$ cat config.mk
export PLATFORM = sky130hd
export DESIGN_NAME = pipeline_hazard_ctrl
export DESIGN_NICKNAME = d
export VERILOG_FILES = /design/src/rtl/pipeline_hazard_ctrl_pkg.sv /design/src/rtl/pipeline_hazard_ctrl_sat_counter.sv /design/src/rtl/pipeline_hazard_ctrl.sv
export SDC_FILE = /design/constraint.sdc
export NUM_CORES = 1
export LEC_CHECK = 0
export BUFFER_PORTS_ARGS = -buffer_cell sky130_fd_sc_hd__buf_4
export CAP_MARGIN = 20
export CORE_MARGIN = 3
export CORE_UTILIZATION = 47
export CTS_BUF_LIST = sky130_fd_sc_hd__clkbuf_2 sky130_fd_sc_hd__clkbuf_4 sky130_fd_sc_hd__clkbuf_8
export CTS_CLUSTER_DIAMETER = 60
export DETAILED_ROUTE_END_ITERATION = 10
export PLACE_DENSITY = 0.77
export SLEW_MARGIN = 40
export SYNTH_ARGS = -nofsm -noshare
export SYNTH_HDL_FRONTEND = slang
export SYNTH_HIERARCHICAL = 1
export SYNTH_SLANG_ARGS = --single-unit
export TNS_END_PERCENT = 30
$ cat constraint.sdc
create_clock -name clk -period 2.55 [get_ports clk]
set_clock_uncertainty 0.15 [all_clocks]
set_input_delay 0.51 -clock clk [delete_from_list [all_inputs] [get_ports clk]]
set_output_delay 0.51 -clock clk [all_outputs]
set_load 0.005 [all_outputs]
$ cat src/rtl/pipeline_hazard_ctrl_pkg.sv
// Shared pipeline definitions: hazard controller state encoding and the
// reset-time constants used by the pipeline control blocks.
package pipeline_hazard_ctrl_pkg;

    typedef enum logic [0:0] {
        RUN        = 1'b0,
        WAIT_FETCH = 1'b1
    } hz_state_t;

    localparam int unsigned REG_AW  = 5;
    localparam logic [31:0] PC_ADDR = 32'h8000_0000;

endpackage

$ cat src/rtl/pipeline_hazard_ctrl_sat_counter.sv
// Event counter that sticks at all-ones instead of wrapping.
module sat_counter #(
    parameter int unsigned WIDTH = 32
) (
    input  logic             clk,
    input  logic             reset_n,
    input  logic             inc_i,
    output logic [WIDTH-1:0] cnt_o
);

    logic [WIDTH-1:0] cnt_q;

    // NOTE: sequential state is written with <= so every flop samples pre-edge values.
    always_ff @(posedge clk or negedge reset_n) begin
        if (!reset_n) begin
            cnt_q <= '0;
        end else if (inc_i && (cnt_q != '1)) begin
            cnt_q <= cnt_q + 1'b1;
        end
    end

    assign cnt_o = cnt_q;

endmodule

$ cat src/rtl/pipeline_hazard_ctrl.sv
// Pipeline stall/flush/redirect controller. A taken branch that meets an
// in-flight fetch parks its target until that fetch returns and is discarded.
module pipeline_hazard_ctrl #(
    parameter int unsigned           ADDR_WIDTH = 32,
    parameter logic [ADDR_WIDTH-1:0] PC_ADDR    = pipeline_hazard_ctrl_pkg::PC_ADDR,
    parameter int unsigned           REG_AW     = pipeline_hazard_ctrl_pkg::REG_AW,
    parameter int unsigned           CNT_WIDTH  = 32
) (
    input  logic                  clk,
    input  logic                  reset_n,
    input  logic                  ex_br_taken,
    input  logic [ADDR_WIDTH-1:0] ex_br_target,
    input  logic                  ex_mem_read,
    input  logic [REG_AW-1:0]     ex_rd,
    input  logic [REG_AW-1:0]     id_rs1,
    input  logic [REG_AW-1:0]     id_rs2,
    input  logic                  id_use_rs1,
    input  logic                  id_use_rs2,
    input  logic                  if_busy,
    input  logic                  if_ack,
    input  logic                  mem_busy,
    output logic                  stall_pc,
    output logic                  stall_if_id,
    output logic                  stall_id_ex,
    output logic                  stall_ex_mem,
    output logic                  flush_if_id,
    output logic                  flush_id_ex,
    output logic                  fetch_discard,
    output logic                  redirect_valid,
    output logic [ADDR_WIDTH-1:0] redirect_pc,
    output logic [CNT_WIDTH-1:0]  redirect_cnt,
    output logic [CNT_WIDTH-1:0]  stall_cnt
);

    import pipeline_hazard_ctrl_pkg::*;

    hz_state_t             state_q, state_d;
    logic [ADDR_WIDTH-1:0] pend_pc_q, pend_pc_d;
    logic                  br, lu;

    // NOTE: every always_comb output gets a default first, so no path can infer a latch.
    always_comb begin
        br = ex_br_taken & ~mem_busy;
        lu = ex_mem_read & (ex_rd != '0) &
             ((id_use_rs1 & (id_rs1 == ex_rd)) | (id_use_rs2 & (id_rs2 == ex_rd)));

        stall_pc       = 1'b0;
        stall_if_id    = 1'b0;
        stall_id_ex    = 1'b0;
        stall_ex_mem   = 1'b0;
        flush_if_id    = 1'b0;
        flush_id_ex    = 1'b0;
        fetch_discard  = 1'b0;
        redirect_valid = 1'b0;
        redirect_pc    = pend_pc_q;
        state_d        = state_q;
        pend_pc_d      = pend_pc_q;

        if (!reset_n) begin
            redirect_pc = PC_ADDR;
        end else begin
            case (state_q)
                RUN: begin
                    if (mem_busy) begin
                        stall_pc     = 1'b1;
                        stall_if_id  = 1'b1;
                        stall_id_ex  = 1'b1;
                        stall_ex_mem = 1'b1;
                    end else if (br) begin
                        flush_if_id = 1'b1;
                        flush_id_ex = 1'b1;
                        if (!if_busy || if_ack) begin
                            fetch_discard  = if_ack;
                            redirect_valid = 1'b1;
                            redirect_pc    = ex_br_target;
                        end else begin
                            // PC must not move while the wrong-path fetch is still out.
                            stall_pc  = 1'b1;
                            pend_pc_d = ex_br_target;
                            state_d   = WAIT_FETCH;
                        end
                    end else if (lu) begin
                        stall_pc    = 1'b1;
                        stall_if_id = 1'b1;
                        flush_id_ex = 1'b1;
                    end else if (if_busy && !if_ack) begin
                        stall_pc    = 1'b1;
                        flush_if_id = 1'b1;
                    end
                end
                WAIT_FETCH: begin
                    stall_pc     = 1'b1;
                    flush_if_id  = 1'b1;
                    stall_id_ex  = mem_busy;
                    stall_ex_mem = mem_busy;
                    if (if_ack) begin
                        fetch_discard  = 1'b1;
                        redirect_valid = 1'b1;
                        redirect_pc    = pend_pc_q;
                        state_d        = RUN;
                    end
                end
            endcase
        end
    end

    always_ff @(posedge clk or negedge reset_n) begin
        if (!reset_n) begin
            state_q   <= RUN;
            pend_pc_q <= PC_ADDR;
        end else begin
            state_q   <= state_d;
            pend_pc_q <= pend_pc_d;
        end
    end

    sat_counter #(.WIDTH(CNT_WIDTH)) u_redirect_cnt (
        .clk     (clk),
        .reset_n (reset_n),
        .inc_i   (redirect_valid),
        .cnt_o   (redirect_cnt)
    );

    sat_counter #(.WIDTH(CNT_WIDTH)) u_stall_cnt (
        .clk     (clk),
        .reset_n (reset_n),
        .inc_i   (stall_pc & ~redirect_valid),
        .cnt_o   (stall_cnt)
    );

endmodule

==> flow_summary.json, run 1 <==
{
  "ys.flop_type": "dfrtp_1",
  "r2r_cells": 6,
  "ys_warn_count": 6,
  "finalHoldViolCount": 0,
  "period_minus_slack_ns": 2.512,
  "dpl_cell_area_sq_um": 6788,
  "synth_top_area_cell": "dfrtp_1",
  "cts_made_buffers": 9,
  "grt-ovfl-total": 0,
  "grt_pass1_wl_um": 23140,
  "total_power_w": 0.004118,
  "critPathMaxFanout": 4,
  "clk_path_buf_depth": 2,
  "ys_seq_area_share_pct": 46.61,
  "status": "finished clean",
  "required_ns": 1.89,
  "p_per_area_nw_per_um2": 577.3,
  "rows": 37,
  "fin_cells": 853,
  "drt_wl_total_um": 14290,
  "crit_cells": 7,
  "die_w_um": 111.3,
  "synth_adder_area_share_pct": 0.4803,
  "async_flop_share_pct": 100.0,
  "fmax_mhz": 398.0,
  "num_vias": 4753,
  "io_pins": 160,
  "synth_simple_gate_area_share_pct": 24.59,
  "synth.net_count": 581,
  "synth_most_common_cell": "nand2_1",
  "cts_max_level": 3,
  "via_per_inst": 5.572,
  "routedWlPerCell_um": 16.75,
  "antennaDiodeCount": 0,
  "startpoint": "ex_rd[3]",
  "start_kind": "input port",
  "synth_edf_count": 0,
  "cpMaxStageDelayCell": "nor4_1",
  "drtPass1Iterations": 5,
  "syn_area_sq_um": 5210,
  "cp.arrival_ns": 1.85,
  "cts_tree": "built",
  "rr_endpoint": "u_stall_cnt/cnt_o[6]",
  "cp-end-kind": "output pin",
  "maxCapViolations": 0,
  "slew_headroom_pct": 51.99,
  "synth_area_leaders": "dfrtp_1 (46%), nand2_1 (7.1%), xnor2_1 (6.7%), mux2_2 (6.7%), xor2_1 (4.7%)",
  "clk_latency_ns": 0.37,
  "dpl.hpwl_um": 10490,
  "utilization_pct": 67.58,
  "use_met1_pct": 30.42,
  "synthCells": 523,
  "hold_path_class": "input port to async pin",
  "worstMarginPinSlew_ns": 0.7202,
  "synth_top_family_by_area": "simple AND/OR/NAND/NOR gates",
  "whs_ns": 0.03632,
  "synth_commonest_cells": "nand2_1 (99), dfrtp_1 (96), xnor2_1 (40)",
  "synthDistinctLibCells": 51,
  "crit_chain": "buf_4 > xor2_1 > nor4_1 > a32oi_1 > buf_4 > o31ai_1 > buf_4",
  "rrSetupSlack_ns": 0.13,
  "min_period_over_period_pct": 98.52,
  "port_buffers": 159,
  "ant_nets": 0,
  "grt_max_degree": 81,
  "drv_slew": 0,
  "path_clk_slew_ns": 0.09,
  "busiest_layer": "met2",
  "crit_path_frequent_cell": "buf_4",
  "final_layout_size_suffix_gt1_share_pct": 39.05,
  "grt_use_met2_pct": 36.75,
  "nets": 770,
  "synth-xor-area-share_pct": 11.43,
  "place_congestion": 0.8800,
  "clkSinkCount": 97,
  "chipHeight_um": 111.3,
  "antenna_found_initial": 0,
  "core_sq_um": 10560,
  "syn_to_final_growth_pct": 36.91,
  "vdd_drop_max_mv": 0.3149,
  "synth_top_area_share_pct": 46.11,
  "path_class": "input port to output pin",
  "drtIter0Drc": 350,
  "stdcell_area_sq_um": 7133,
  "cts-root-buf": "clkbuf_8",
  "ys_seq_elements": 97,
  "muxShareOfSynthArea_pct": 7.565,
  "setup_viol": 0,
  "grt_pass1_vias": 4673,
  "crit_buf_inv": 3,
  "start_util_pct": 49.36,
  "r2r-start": "u_stall_cnt/cnt_o[6]",
  "dp.cells": 834,
  "slowest_delay_ns": 0.28,
  "avgSynthCellArea_sq_um": 9.962,
  "drc": 0,
  "p_leak_nw": 3.397,
  "grt_util_all_layers_pct": 22.46,
  "use_met3_pct": 4.148,
  "rsz0062_at_grt": "true",
  "design.die.area_sq_um": 12380,
  "critPathTopFamily": "buffers and inverters",
  "synth_compound_area_share_pct": 6.556
}
[kinds of logic (layout without fill, tap and decap cells)]
| kind of cell | count (synthesis) | after routing |
|---|---|---|
| adder cells (fa/ha/maj) | 2 | 2 |
| AND/OR/NAND/NOR | 242 | 242 |
| XOR/XNOR | 68 | 68 |
| buffers and inverters | 26 | 220 |
| flip-flops | 97 | 97 |
| multiplexers | 35 | 35 |
| AO/OA/AOI/OAI | 53 | 53 |
[cell usage in the layout, fill, tap and decap left out, types with 8 or more instances in the layout]
cell type	n
dfrtp_1	96
nand3_1	35
a21oi_1	26
buf_4	190
and4_1	11
nor3_1	12
nand2_1	99
xnor2_1	40
a21oi_2	9
xor2_1	28
and3_1	8
mux2_2	31
clkbuf_8	10
nand4_1	23
nor2_1	16
nor4_1	9
[power by group]
| group | switching, W | internal [W] | leakage [nW] |
|---|---|---|---|
| Sequential | 0.000161 | 0.00174 | 1.28 |
| Combinational | 0.000432 | 0.000542 | 1.99 |
| Clock | 0.000539 | 0.000700 | 0.129 |
| Total | 0.00113 | 0.00299 | 3.40 |
[registers in the layout, summed over array words and instances, names as in the netlist]
register,count
pend_pc_q,32
u_stall_cnt/cnt_o,32
state_q,1
u_redirect_cnt/cnt_o,32
[metal layers]
metal,vias up,routed length [um]
met1,2305,6031
met5,-,0
met3,20,985
met2,203,7049
met4,0,223
li1,2225,-
[repair_timing]
| item | in CTS | in global routing |
|---|---|---|
| cloned | 0 | 1 |
| endpoints found under the hold margin | 7 | 0 |
| pin swaps | 0 | 1 |
| gates resized for setup | 1 | 12 |
| buffers inserted | 0 | 1 |
| endpoints found under the setup margin | 1 | 33 |
| hold buffers | 1 | 0 |
[worst max-delay path by stage]
stage / to / slack, ns
global placement: u_stall_cnt/cnt_o[19] / -0.02
detailed placement: u_stall_cnt/cnt_o[19] / -0.05
floorplan: u_redirect_cnt/cnt_o[29] / 0.006
global route: flush_if_id / -0.01
finish: flush_id_ex / 0.04
CTS: redirect_pc[2] / 0.007
[through the flow]
stage	TNS, ns	worst slack [ns]
floorplan	0	0.005956
global placement	-0.02482	-0.02482
detailed placement	-0.2603	-0.04893
CTS	0	0.006681
global route	-0.02567	-0.01257
finish	0	0.03771
[layout make-up]
class | count | area, sq um
repair buffers | 197 | 1544
well taps | 136 | 170.2
inverters | 7 | 26.28
clock buffers | 11 | 145.1
fillers | 826 | 3422
clock inverters | 5 | 110.1
flip-flops and latches | 97 | 2429
multi-input cells | 400 | 2709
[worst reg2reg max path, delay by kind of cell, from the launching register on]
family / cells / cell delay (ns)
xor gates and xnor gates: 1 / 0.14
AOI/OAI and AO/OA: 1 / 0.48
and+or+nand+nor: 3 / 0.88
buffers and inverters: 1 / 0.24
DFF: 1 / 0.43
Power figures use the tool's default switching activity.
==> run 2, diff against run 1 <==
PLACE_DENSITY = 0.74   (was 0.77)
clock period = 3.2 ns   (was 2.55 ns; I/O delays follow)
==> run 2 against run 1 <==
  * Clock power down 30%
  * Via count down 3.8%
  * Global-route usage down 0.29 points
  * Combinational power down 29%
  * Non-clock buffer count down 27
  * Die area unchanged
  * Cell area down 5.1%
  * Sequential share of layout area up 1.8 points
  * Core utilization down 3.4 points
  * Critical path depth down 1
  * Sequential cell count unchanged
  * Critical path type unchanged
  * Largest cell class unchanged
==> flow_summary.json, run 2 (synthesized netlist as in run 1, its figures left out) <==
{
  "start_kind": "input port",
  "status": "finished clean",
  "die_w_um": 111.3,
  "ant_nets": 0,
  "clk_path_buf_depth": 2,
  "path_class": "input port to output pin",
  "final_layout_size_suffix_gt1_share_pct": 34.69,
  "nets": 743,
  "layout_common_cells": "buf_4 (168), nand2_1 (99), dfrtp_1 (96), xnor2_1 (40), a21oi_1 (36)",
  "chipHeight_um": 111.3,
  "cp-end-kind": "output pin",
  "dp.cells": 810,
  "p_per_area_nw_per_um2": 458.2,
  "multi_input_area_sq_um": 2638,
  "routedWlPerCell_um": 16.81,
  "drtIter0Drc": 343,
  "clkSinkCount": 97,
  "cts_made_buffers": 9,
  "design.die.area_sq_um": 12380,
  "fmax_mhz": 344.4,
  "place_congestion": 0.9532,
  "setup_viol": 0,
  "vdd_drop_max_mv": 0.2968,
  "via_per_inst": 5.543,
  "layout_commonest_cell": "buf_4",
  "cts_max_level": 3,
  "register_area_sq_um": 2429,
  "grt_util_all_layers_pct": 22.17,
  "rsz0062_at_grt": "false",
  "antennaDiodeCount": 0,
  "port_buffers": 159,
  "slew_headroom_pct": 50.86,
  "hold_path_class": "input port to async pin",
  "path_clk_slew_ns": 0.09,
  "post_cts_buffers": 0,
  "rows": 37,
  "grt-ovfl-total": 0,
  "critPathMaxFanout": 5,
  "ctsHoldBuffers": 0,
  "cts-root-buf": "clkbuf_8",
  "syn_to_final_growth_pct": 29.97,
  "fin_setup_tns_ns": 0,
  "grt_max_degree": 67,
  "maxCapViolations": 0,
  "cts_resized": 0,
  "num_vias": 4573,
  "core_sq_um": 10560,
  "fin_cells": 825,
  "period_minus_slack_ns": 2.904,
  "antenna_found_initial": 0,
  "cp.arrival_ns": 2.11,
  "finalHoldViolCount": 0,
  "utilization_pct": 64.15,
  "worstMarginPinSlew_ns": 0.7371,
  "grt_pass1_wl_um": 22800,
  "drc": 0,
  "drt_wl_total_um": 13870,
  "start_util_pct": 49.36,
  "cts_tree": "built",
  "grt_pass1_vias": 4531,
  "drtPass1Iterations": 5,
  "dpl.hpwl_um": 10320,
  "required_ns": 2.41,
  "drv_slew": 0,
  "n_fill_cell": 909,
  "io_pins": 160,
  "p_leak_nw": 3.229,
  "min_period_over_period_pct": 90.74,
  "clk_latency_ns": 0.35
}
[run 2: changes by cell type in the layout (fill, tap and decap cells not counted), sizes merged]
cell | before | now
dlygate4sd3 | 1 | 0
inv | 9 | 8
clkinv | 0 | 2
buf | 195 | 170
clkbuf | 12 | 10
bufinv | 3 | 2
[run 2: area by class of cell]
class                           instances  share of cell area [%]
Clock buffer                           10                   2.033
Clock inverter                          5                   1.164
Inverter                                7                  0.3880
Multi-Input combinational cell        400                   38.95
Sequential cell                        97                   35.86
Tap cell                              136                   2.513
Timing Repair Buffer                  170                   19.09
[run 2: worst max-delay path: stages]
cell and delay [ns]:
buf_4 0.12, xor2_1 0.15, nor4_1 0.31, a32oi_1 0.28, o41ai_2 0.43, buf_4 0.18
[run 2: metal layers]
metal	wire length [um]	GRT usage [%]
met1	6207	30.45
met2	6637	36.03
met3	934	5.459
met4	89	4.298
met5	0	0
[run 2: worst paths after layout]
kind | start | end | slack (ns) | depth (start not counted)
max | ex_rd[3] | stall_pc | 0.30 | 6
min | reset_n | pend_pc_q[3] | 0.25 | 2
max reg2reg | u_redirect_cnt/cnt_o[4] | u_redirect_cnt/cnt_o[10] | 0.60 | 5
min reg2reg | pend_pc_q[1] | pend_pc_q[1] | 0.34 | 1
max in group asynchronous | reset_n | u_redirect_cnt/cnt_o[1] | 2.19 | 2
min in group clk | pend_pc_q[1] | pend_pc_q[1] | 0.34 | 1
[run 2: per-stage QoR]
| stage | instance area [sq um] | setup WS (ns) | hold WS [ns] | power, W |
|---|---|---|---|---|
| finish | 6771 | 0.2965 | 0.2476 | 0.003103 |
| global route | 6771 | 0.2315 | 0.2697 | 0.003295 |
| CTS | 6768 | 0.2942 | 0.2370 | 0.003133 |
| detailed placement | 6551 | 0.1143 | 0.3303 | 0.002260 |
| global placement | 6551 | 0.1907 | 0.3193 | 0.002225 |
| floorplan | 5210 | 0.2715 | 0.1944 | 0.001868 |
[run 2: where the power goes]
group          switching, W  internal (W)  leakage [nW]  total, W
clock              0.000407      0.000458         0.113  0.000864
combinational      0.000306      0.000381          1.84  0.000687
sequential         0.000162       0.00139          1.28   0.00155
total              0.000875       0.00223          3.23   0.00310
